<file path="src/rtl/pmu_norm.sv">
// Parametrised Viterbi path-metric bank with threshold renormalisation and best-state report.
// Optional sticky metric-spread check enabled by defining PMU_SPREAD_CHK_EN.
module pmu_norm #(
  parameter int NUM_STATES  = 4,
  parameter int PM_W        = 8,
  parameter int START_STATE = 0,
  parameter int NORM_THRESH = 2**(PM_W-1)
) (
  input  logic                           clk,
  input  logic                           rst,
  input  logic                           valid_i,
  input  logic                           init_i,
  input  logic [NUM_STATES*PM_W-1:0]     pm_new_i,
  output logic [NUM_STATES*PM_W-1:0]     pm_o,
  output logic                           valid_o,
  output logic [$clog2(NUM_STATES)-1:0]  best_state_o,
  output logic [PM_W-1:0]                best_pm_o,
  output logic                           norm_o,
  output logic [15:0]                    norm_cnt_o
`ifdef PMU_SPREAD_CHK_EN
  ,
  output logic                           spread_err_o
`endif
);

  localparam int ST_W  = $clog2(NUM_STATES);
  localparam int NODES = 2*NUM_STATES - 1;
  localparam logic [PM_W:0]   THRESH = (PM_W+1)'(NORM_THRESH);
  localparam logic [PM_W-1:0] PM_MAX = '1;

  logic [NUM_STATES*PM_W-1:0] pm_reg;
  logic [NUM_STATES*PM_W-1:0] pm_next;
  logic [NUM_STATES*PM_W-1:0] init_pm;
  logic [ST_W-1:0]            best_state_reg;
  logic [PM_W-1:0]            best_pm_reg;
  logic                       valid_reg;
  logic                       norm_reg;
  logic [15:0]                norm_cnt_reg;

  logic [PM_W-1:0] tree_pm  [NODES];
  logic [ST_W-1:0] tree_idx [NODES];
  logic [PM_W-1:0] min_pm;
  logic [ST_W-1:0] min_idx;
  logic            norm_hit;
  logic [PM_W-1:0] sub_val;

  // Heap-ordered tree: leaves at NUM_STATES-1.., left child always covers lower indices,
  // so preferring the left operand on ties yields the lowest tied index.
  always_comb begin
    for (int k = 0; k < NUM_STATES; k++) begin
      tree_pm[NUM_STATES-1+k]  = pm_new_i[k*PM_W +: PM_W];
      tree_idx[NUM_STATES-1+k] = ST_W'(k);
    end
    for (int n = NUM_STATES-2; n >= 0; n--) begin
      if (tree_pm[2*n+2] < tree_pm[2*n+1]) begin
        tree_pm[n]  = tree_pm[2*n+2];
        tree_idx[n] = tree_idx[2*n+2];
      end else begin
        tree_pm[n]  = tree_pm[2*n+1];
        tree_idx[n] = tree_idx[2*n+1];
      end
    end
  end

  assign min_pm   = tree_pm[0];
  assign min_idx  = tree_idx[0];
  assign norm_hit = ({1'b0, min_pm} >= THRESH);
  assign sub_val  = norm_hit ? min_pm : '0;

  generate
    for (genvar gi = 0; gi < NUM_STATES; gi++) begin : g_state
      assign pm_next[gi*PM_W +: PM_W] = pm_new_i[gi*PM_W +: PM_W] - sub_val;
      assign init_pm[gi*PM_W +: PM_W] = (gi == START_STATE) ? '0 : PM_MAX;
    end
  endgenerate

  // Frame-start reload has exactly the same effect as reset.
  always_ff @(posedge clk) begin
    if (rst || init_i) begin
      pm_reg         <= init_pm;
      best_state_reg <= ST_W'(START_STATE);
      best_pm_reg    <= '0;
      valid_reg      <= 1'b0;
      norm_reg       <= 1'b0;
      norm_cnt_reg   <= '0;
    end else if (valid_i) begin
      pm_reg         <= pm_next;
      best_state_reg <= min_idx;
      best_pm_reg    <= norm_hit ? '0 : min_pm;
      valid_reg      <= 1'b1;
      norm_reg       <= norm_hit;
      if (norm_hit && (norm_cnt_reg != 16'hFFFF))
        norm_cnt_reg <= norm_cnt_reg + 16'd1;
    end else begin
      valid_reg      <= 1'b0;
      norm_reg       <= 1'b0;
    end
  end

  assign pm_o         = pm_reg;
  assign valid_o      = valid_reg;
  assign best_state_o = best_state_reg;
  assign best_pm_o    = best_pm_reg;
  assign norm_o       = norm_reg;
  assign norm_cnt_o   = norm_cnt_reg;

`ifdef PMU_SPREAD_CHK_EN
  logic [PM_W-1:0] sp_min;
  logic [PM_W-1:0] sp_max;
  logic [PM_W-1:0] sp_cur;
  logic            sp_any;
  logic            spread_hit;
  logic            spread_err_reg;

  // All-ones marks an unreached state and is left out of the spread.
  always_comb begin
    sp_min = PM_MAX;
    sp_max = '0;
    sp_cur = '0;
    sp_any = 1'b0;
    for (int k = 0; k < NUM_STATES; k++) begin
      sp_cur = pm_new_i[k*PM_W +: PM_W];
      if (sp_cur != PM_MAX) begin
        sp_any = 1'b1;
        if (sp_cur < sp_min) sp_min = sp_cur;
        if (sp_cur > sp_max) sp_max = sp_cur;
      end
    end
  end

  assign spread_hit = sp_any && ({1'b0, sp_max - sp_min} >= THRESH);

  always_ff @(posedge clk) begin
    if (rst || init_i)
      spread_err_reg <= 1'b0;
    else if (valid_i && spread_hit)
      spread_err_reg <= 1'b1;
  end

  assign spread_err_o = spread_err_reg;
`endif

endmodule

</file>
<file path="config.mk">
export PLATFORM = sky130hd
export DESIGN_NAME = pmu_norm
export DESIGN_NICKNAME = d
export VERILOG_FILES = /design/src/rtl/pmu_norm.sv
export SDC_FILE = /design/constraint.sdc
export NUM_CORES = 1
export LEC_CHECK = 0
export BUFFER_PORTS_ARGS = -buffer_cell sky130_fd_sc_hd__buf_2
export CORE_ASPECT_RATIO = 1.75
export CORE_UTILIZATION = 56
export CTS_BUF_LIST = sky130_fd_sc_hd__clkbuf_4 sky130_fd_sc_hd__clkbuf_8
export DETAILED_ROUTE_END_ITERATION = 7
export GPL_TIMING_DRIVEN = 0
export PLACE_DENSITY = 0.82
export SYNTH_ARGS = -nofsm -noshare
export SYNTH_HDL_FRONTEND = slang
export SYNTH_SLANG_ARGS = --single-unit
</file>
<file path="constraint.sdc">
create_clock -name clk -period 6.9 [get_ports clk]
set_input_delay 0.345 -clock clk [delete_from_list [all_inputs] [get_ports clk]]
set_output_delay 0.345 -clock clk [all_outputs]
set_load 0.02 [all_outputs]
</file>
# Word-level counts from Yosys, hierarchy flattened
# Index checks and enable logic that the tools add are counted.
[word_totals]
regBits = 60
inputBits = 36
[op_classes]
n_bitwise = 1
muxes = 9
n_reduce_logical = 4
add_sub_neg = 5
order_cmp = 4
n_eq_ne = 1
[op_table]
columns = ["op", "count"]
rows = [
  ["2-to-1 mux 8 bit", 5],
  ["subtractor 8 bit", 4],
  ["< comparator 8 bit", 3],
  ["adder 16 x 1 -> 16 bit (second input constant)", 1],
  ["inequality test 16 bit (second input constant)", 1],
  ["greater-or-equal comparator 8 bit (second input constant)", 1],
  ["2-to-1 mux 1 bit", 3],
  ["2-to-1 mux 2 bit", 1],
  ["AND reduction 2 bit", 1],
  ["OR reduction 2 bit", 1],
  ["logical AND 1 bit", 1],
  ["logical OR 1 bit", 1],
  ["inverter 1 bit", 1],
]

# Longest topological paths before layout
# Gate-level depths: netlist of the first run.
[logic_depth]
depth_word = 7
depth_mapped = 29

# Worst setup path after synthesis of the first run
# No wires, ideal clock.
[synth_path]
path_kind = "input -> register"
start = "input pm_new_i[17]"
end = "register pm_reg[7] (netlist: pm_o[7])"
path_stages = 26
n_path_buf = 2
setup_slack_ns = 1.674
arrival_time_ns = 5.103
required_ns = 6.778
cell_sequence = "inv_1 ha_1 a2111oi_4 o311ai_2 inv_1 clkbuf_1 nor2_1 a21oi_1 inv_1 ha_1 a2111oi_0 o21ai_0 a22oi_1 a2bb2oi_2 and3_1 clkbuf_1 nand2_1 ha_1 nor2b_1 o21ai_0 a21boi_0 o21ai_0 a21oi_1 xnor2_1 nor3_1 nand3b_1"
[synth_between]
elab_chain_len = 7
[synth_lines]
columns = ["item", "line", "text"]
rows = [
  ["from (decl)", "13", "input logic [NUM_STATES*PM_W-1:0] pm_new_i,"],
  ["< comparator 8 bit", "55", "if (tree_pm[2*n+2] < tree_pm[2*n+1]) begin"],
  ["2-to-1 mux 8 bit *", "55", ""],
  ["< comparator 8 bit", "55", ""],
  ["2-to-1 mux 8 bit *", "55", ""],
  ["greater-or-equal comparator 8 bit", "67", "assign norm_hit = ({1'b0, min_pm} >= THRESH);"],
  ["2-to-1 mux 8 bit *", "68", "assign sub_val = norm_hit ? min_pm : '0;"],
  ["subtractor 8 bit *", "72", "assign pm_next[gi*PM_W +: PM_W] = pm_new_i[gi*PM_W +: PM_W] - sub_val;"],
  ["to (signal assigned)", "80", "pm_reg <= init_pm;"],
  ["to (signal assigned)", "87", "pm_reg <= pm_next;"],
  ["to (decl)", "31", "logic [NUM_STATES*PM_W-1:0] pm_reg;"],
]
# Mark *: on every way between the ends. The rest lies on a longest branch, timed or not.
# A chain may end at the register's enable or synchronous reset.

# Worst setup path in the final report of the first run
[layout_path]
start = "input pm_new_i[17]"
end = "register pm_reg[23] (netlist: pm_o[23])"
[layout_between]
elab_chain_len = 7
[layout_lines]
columns = ["item", "line"]
rows = [
  ["< comparator 8 bit", "55"],
  ["2-to-1 mux 8 bit", "55"],
  ["< comparator 8 bit", "55"],
  ["2-to-1 mux 8 bit", "55"],
  ["greater-or-equal comparator 8 bit", "67"],
  ["2-to-1 mux 8 bit", "68"],
  ["subtractor 8 bit *", "72"],
]
# Marks and branches as above.

==> reports/results.tsv, run 1 <==
stage	metric	value	unit
worst_hold_path	Hold Crit Endpoint	norm_cnt_o[1]	
detailed_routing	final WL	11610	um
detailed_routing	# DRC	0	
sta	RSZ-0062 raised after global routing	false	
grt	first-pass GRT wire length	18120	um
cells_and_area	Final #Nets	703	
power_and_ir_drop	Power Dens Cells	268.5	nW/um^2
run_status	outcome	complete, no violations	
placed_design	port bufs	94	
worst_setup_path	CP arrival	6490	ps
run	Max-Cap Viols	0	
synth	synth warn	0	
worst_setup_path	Critical R2R Launch	norm_cnt_o[6]	
placed_design	Placed Area	4742	um^2
floorplanning	die width	67.19	um
worst_hold_path	Worst Min Path Start	rst	
synth	Yosys top cell area share	0.2885	
worst_setup_path	crit path launch type	input pin	
placed_design	post-DP HPWL	9550	um
worst_setup_path	Worst EP required	7120	ps
synth	EDFF count, synth	0	
floorplanning	Initial Utilization	0.5798	
detailed_routing	routed wire length per instance	16.50	um
clock_tree	H-tree Lvls	3	
grt	gr usage total	0.3121	
clock_tree	register clock-pin slew on the reported worst setup and hold paths	70	ps
sta	Max Slew Vio Count	0	
power_and_ir_drop	overall power	1325	uW
synth	asr flop ratio synth	0	
sta	clk_skew	6.857	ps
cells_and_area	final core occ	0.6873	
placed_design	RD Place Congestion	0.9039	
synth	area of the mapped netlist	4164	um^2
clock_tree	clk sinks	60	
synth	Area contributors post-synth	dfxtp_1, ha_1, a21oi_1	
clock_tree	root buf cell	clkbuf_8	
synth	Mapped Nets	598	
placed_design	Cells after DPL	688	
detailed_routing	Post-DRT Antenna Nets	0	
synth	Synth Instances	508	
power_and_ir_drop	Leakage	0.002322	uW
worst_setup_path	CP max FO	10	
sta	Hold Fails Final Rpt	0	
grt	initial antenna violation count	0	
power_and_ir_drop	maximum VDD drop	0.0001402	V
cells_and_area	commonest non-fill, non-tap cell in the layout	buf_2	
detailed_routing	DR vias/cell	5.834	
synth	leading area contributor after synthesis	dfxtp_1	
sta	Tmin final	6277	ps
cells_and_area	commonest non-fill, non-tap cells in the layout	buf_2, dfxtp_1, a21oi_1, ha_1, nand2_1	
clock_tree	Setup Buffers After CTS	0	
worst_setup_path	WS Path Type	input pin to register	
worst_setup_path	R2R Setup Slk	4440	ps
clock_tree	CTS tree	built	
sta	final setup fails	0	
clock_tree	CTS Buf Count	9	
worst_setup_path	Bufs and invs on worst path	5	
floorplanning	CORE AREA	7182	um^2
worst_setup_path	Worst path slowest cell	mux2i_1	
floorplanning	site row count	41	
clock_tree	maximum clock path buffer count	2	
cells_and_area	Finished Layout Cells	704	
detailed_routing	via count	4107	
cells_and_area	# diodes	0	
worst_setup_path	CP most frequent cell	o21ai_0	
clock_tree	Clock Latency Late Sink	340	ps
grt	vias in the first global route	4064	
cells_and_area	share of layout cells above drive strength 1	0.2023	
synth	Synth Register Bits	60	
worst_setup_path	CP endpoint kind	register	
floorplanning	io pins	96	
floorplanning	die area	7798	um^2
worst_setup_path	FF-to-FF End	norm_cnt_o[6]	
worst_setup_path	delay of the slowest cell on the worst path	480	ps
sta	Final TNS setup	0	ps
worst_hold_path	hold path cells	4	
cells_and_area	design area	4936	um^2
synth	Syn Area/Cell	8.197	um^2
worst_setup_path	worst reg-to-reg path cell count	9	
cells_and_area	Layout area overhead	18.54	%
sta	Slew headroom	0.5448	
detailed_routing	initial drt markers	176	
sta	f_max	159.3	MHz
grt	pin count of the biggest net entering global routing	11	
grt	Overflow after GRT	0	
worst_hold_path	Hold Crit Class	input pin to register	
synth	sequential share of the synthesized area	0.2885	
synth	count of cell types in the netlist	49	
floorplanning	DIE HEIGHT	116.1	um
sta	final period utilization	0.9097	
synth	leading register cell type out of synthesis	dfxtp_1	
worst_setup_path	Crit path max-delay family	compound AO/OA/AOI/OAI gates	
sta	Slew @ Worst Pin	682.8	ps
detailed_routing	TritonRoute pass-1 iters	4	
## registers in the layout, indices dropped and copies added (netlist names)
register and flops:
best_state_o 2, norm_o 1, best_pm_o 8, valid_o 1, norm_cnt_o 16, pm_o 32
## timing repair
item | CTS | global route
setup endpoints to repair | 0 | 1
resized for setup | 0 | 2
hold buffers | 0 | 0
endpoints found under the hold margin | 0 | 0
## through the flow
| step | hold WS [ps] | worst slack (ps) |
|---|---|---|
| 2_1_floorplan | 550.8 | 1674 |
| 3_3_place_gp | 452.2 | 419.8 |
| 3_5_place_dp | 460.8 | 304.4 |
| 4_1_cts | 384.4 | 660.7 |
| 5_1_grt | 406.6 | 148.6 |
| 6_report | 396.4 | 623.3 |
## routing by layer
layer | track usage | up-vias | routed length, um
met2 | 0.5733 | 135 | 6324
li1 | - | 2004 | -
met1 | 0.3045 | 1927 | 4333
met3 | 0.06201 | 41 | 462
met4 | 0.1986 | 0 | 494
met5 | 0 | - | 0
## how the worst max path moves through the flow
stage / from / to / slack (ps) / cells past startpoint
final: pm_new_i[17] / pm_o[23] / 620 / 26
after global routing: pm_new_i[17] / pm_o[7] / 150 / 26
after CTS: pm_new_i[17] / pm_o[7] / 660 / 27
after detailed placement: pm_new_i[17] / pm_o[23] / 300 / 27
after global placement: pm_new_i[17] / pm_o[7] / 420 / 27
after floorplan: pm_new_i[17] / pm_o[7] / 1670 / 26
## area by class of cell
type	instances	area, um^2
multi-input combinational	384	2714
fill	620	2246
clock inverter	3	20.02
tap	86	107.6
clock buffer	13	172.7
sequential	60	1201
inverter	46	172.7
buffer	18	77.57
timing repair buffer	94	470.5
## logic make-up (layout without fill, tap and decap cells)
group | after synthesis | count (layout) | share of synthesized area
and+or+nand+nor | 148 | 148 | 0.1782
xor gates and xnor gates | 23 | 23 | 0.04838
adders and majority gates | 54 | 54 | 0.1695
muxes | 18 | 18 | 0.04447
AOI/OAI and AO/OA | 141 | 141 | 0.2112
DFF | 60 | 60 | 0.2885
buffers and inverters | 64 | 174 | 0.05979
## synthesized netlist by cell type (all sizes together) (9+ instances only)
library cell / instances
xnor2: 13
xor2: 10
clkbuf: 15
nor2: 30
nand3: 9
nor2b: 10
mux2i: 17
o21ai: 39
ha: 50
a21oi: 59
inv: 46
and3: 10
dfxtp: 60
nand2: 49
## power by group
part	total [uW]	leakage (uW)	internal [uW]	switching (uW)
combinational	637	0.00174	259	379
sequential	386	0.000489	371	14.5
clock	302	0.0000951	163	139
## worst reg2reg max path, stage by stage (launching register included)
cell and delay, ps:
dfxtp_1 400, and3_1 230, and3_1 220, and4_1 240, nand2_1 90, o21ai_0 280
nand4b_4 230, clkbuf_1 410, or3_1 180, a21oi_1 60
(Power assumes the default switching activity.)
==> run 2: changes to the inputs <==
Settings changed: CORE_MARGIN set to 5.
==> reports/results.tsv, run 2 (same netlist as run 1, synthesis figures left out) <==
stage	metric	value	unit	change
detailed_routing	DR vias/cell	5.797		was 5.834
clock_tree	root buf cell	clkbuf_8		unchanged
worst_setup_path	crit path launch type	input pin		unchanged
sta	clk_skew	3.033	ps	was 6.857 ps
clock_tree	# hold bufs at CTS	0		unchanged
sta	Final TNS setup	0	ps	unchanged
sta	Max Slew Vio Count	0		unchanged
placed_design	Placed Area	4742	um^2	unchanged
sta	worst setup margin	601.0	ps	was 623.3 ps
placed_design	RD Place Congestion	0.9360		was 0.9039
cells_and_area	Layout area overhead	19.20	%	was 18.54%
sta	f_max	158.8	MHz	was 159.3 MHz
cells_and_area	share of layout cells above drive strength 1	0.2006		was 0.2023
cells_and_area	number of flip-flops in the largest register	32		unchanged
placed_design	post-DP HPWL	9960	um	was 9550 um
clock_tree	register clock-pin slew on the reported worst setup and hold paths	70	ps	about the same
cells_and_area	Final #Nets	703		unchanged
power_and_ir_drop	maximum VDD drop	0.0001168	V	was 0.0001402 V
worst_hold_path	Hold Crit Class	input pin to register		unchanged
grt	vias in the first global route	4076		was 4064
detailed_routing	# DRC	0		unchanged
floorplanning	CORE AREA	7233	um^2	was 7182 um^2
detailed_routing	routed wire length per instance	17.24	um	was 16.50 um
placed_design	port bufs	94		unchanged
power_and_ir_drop	Power Dens Cells	275.7	nW/um^2	was 268.5 nW/um^2
grt	initial antenna violation count	0		unchanged
floorplanning	DIE HEIGHT	124.1	um	was 116.1 um
cells_and_area	design area	4964	um^2	was 4936 um^2
sta	final period utilization	0.9129		was 0.9097
floorplanning	die width	75.19	um	was 67.19 um
sta	Tmin final	6299	ps	was 6277 ps
run_status	outcome	complete, no violations		unchanged
detailed_routing	Post-DRT Antenna Nets	0		unchanged
sta	Hold Fails Final Rpt	0		unchanged
sta	Slew headroom	0.5495		was 0.5448
floorplanning	die area	9328	um^2	was 7798 um^2
grt	Overflow after GRT	0		unchanged
floorplanning	io pins	96		unchanged
worst_setup_path	CP max FO	10		unchanged
clock_tree	CTS Buf Count	9		unchanged
clock_tree	H-tree Lvls	3		unchanged
worst_setup_path	CP arrival	6530	ps	was 6490 ps
cells_and_area	commonest non-fill, non-tap cell in the layout	buf_2		unchanged
grt	pin count of the biggest net entering global routing	11		unchanged
floorplanning	site row count	41		unchanged
power_and_ir_drop	overall power	1368	uW	was 1325 uW
placed_design	setup slack at placement	474.3	ps	was 304.4 ps
cells_and_area	# diodes	0		unchanged
detailed_routing	via count	4081		was 4107
clock_tree	maximum clock path buffer count	2		unchanged
grt	gr usage total	0.2664		was 0.3121
cells_and_area	Filler cells	602		was 620
clock_tree	CTS tree	built		unchanged
power_and_ir_drop	Leakage	0.002336	uW	was 0.002322 uW
clock_tree	Clock Latency Late Sink	340	ps	about the same
sta	final setup fails	0		unchanged
sta	Slew @ Worst Pin	675.8	ps	was 682.8 ps
clock_tree	clk sinks	60		unchanged
detailed_routing	TritonRoute pass-1 iters	5		was 4
detailed_routing	final WL	12140	um	was 11610 um
clock_tree	PostCTS Resize Cnt	0		unchanged
grt	first-pass GRT wire length	18910	um	was 18120 um
worst_setup_path	WS Path Type	input pin to register		unchanged
worst_setup_path	CP endpoint kind	register		unchanged
clock_tree	Setup Buffers After CTS	0		unchanged
worst_setup_path	Worst EP required	7130	ps	was 7120 ps
floorplanning	Initial Utilization	0.5757		was 0.5798
sta	RSZ-0062 raised after global routing	false		unchanged
cells_and_area	commonest non-fill, non-tap cells in the layout	buf_2, dfxtp_1, a21oi_1, ha_1, nand2_1		unchanged
run	Max-Cap Viols	0		unchanged
detailed_routing	initial drt markers	240		was 176
[run 2: worst paths after layout]
path | slack (ps) | to | start | cells after the start
setup / recovery | 600 | pm_o[7] | pm_new_i[17] | 27
setup reg to reg | 4460 | norm_cnt_o[15] | norm_cnt_o[6] | 9
hold reg to reg | 470 | pm_o[21] | pm_o[21] | 2
hold / removal | 390 | norm_cnt_o[1] | rst | 4
[run 2: stage by stage]
step	hold WS, ps	instances	utilization
2_1_floorplan	550.8	508	-
3_3_place_gp	451.4	688	0.6556
3_5_place_dp	458.1	688	0.6556
4_1_cts	378.7	704	0.6862
5_1_grt	393.3	704	0.6862
6_report	386.7	704	0.6862
[run 2: final cells by class]
type / instances / area, um^2 / area share
plain buffers: 18 / 76.32 / 0.01538
clock buffers: 13 / 178.9 / 0.03605
clock inverters: 3 / 42.54 / 0.008571
inverters: 46 / 172.7 / 0.03479
multi-input cells: 384 / 2714 / 0.5468
flip-flops and latches: 60 / 1201 / 0.2420
well taps: 86 / 107.6 / 0.02168
repair buffers: 94 / 470.5 / 0.09478
[run 2: report_power, final]
group          total, uW  internal (uW)  switching (uW)
clock                343            206             138
combinational        639            257             382
sequential           386            371            15.1
total               1370            833             535
[run 2: worst max-delay path: stages]
cell and delay [ps]:
buf_2 120, inv_1 80, ha_1 330, a2111oi_4 310, o311ai_2 230, inv_1 110
clkbuf_1 330, nor2_1 70, a21oi_1 250, inv_1 80, ha_1 310, a2111oi_0 380
o21ai_0 250, a22oi_1 360, a2bb2oi_2 280, and3_1 250, clkbuf_1 410, nand2_1 260
ha_1 330, nor2b_1 130, o21ai_0 230, a21boi_0 190, o21ai_0 270, a21oi_1 140
xnor2_1 240, nor3_1 80, nand3b_1 170
[run 2: per-layer routing]
metal  wire [um]  vias up  GRT usage
met5           0        -          0
met4         696        0     0.1630
met3         506       40    0.04523
met2        6560      131     0.4896
met1        4376     1906     0.2675
li1            -     2004          -
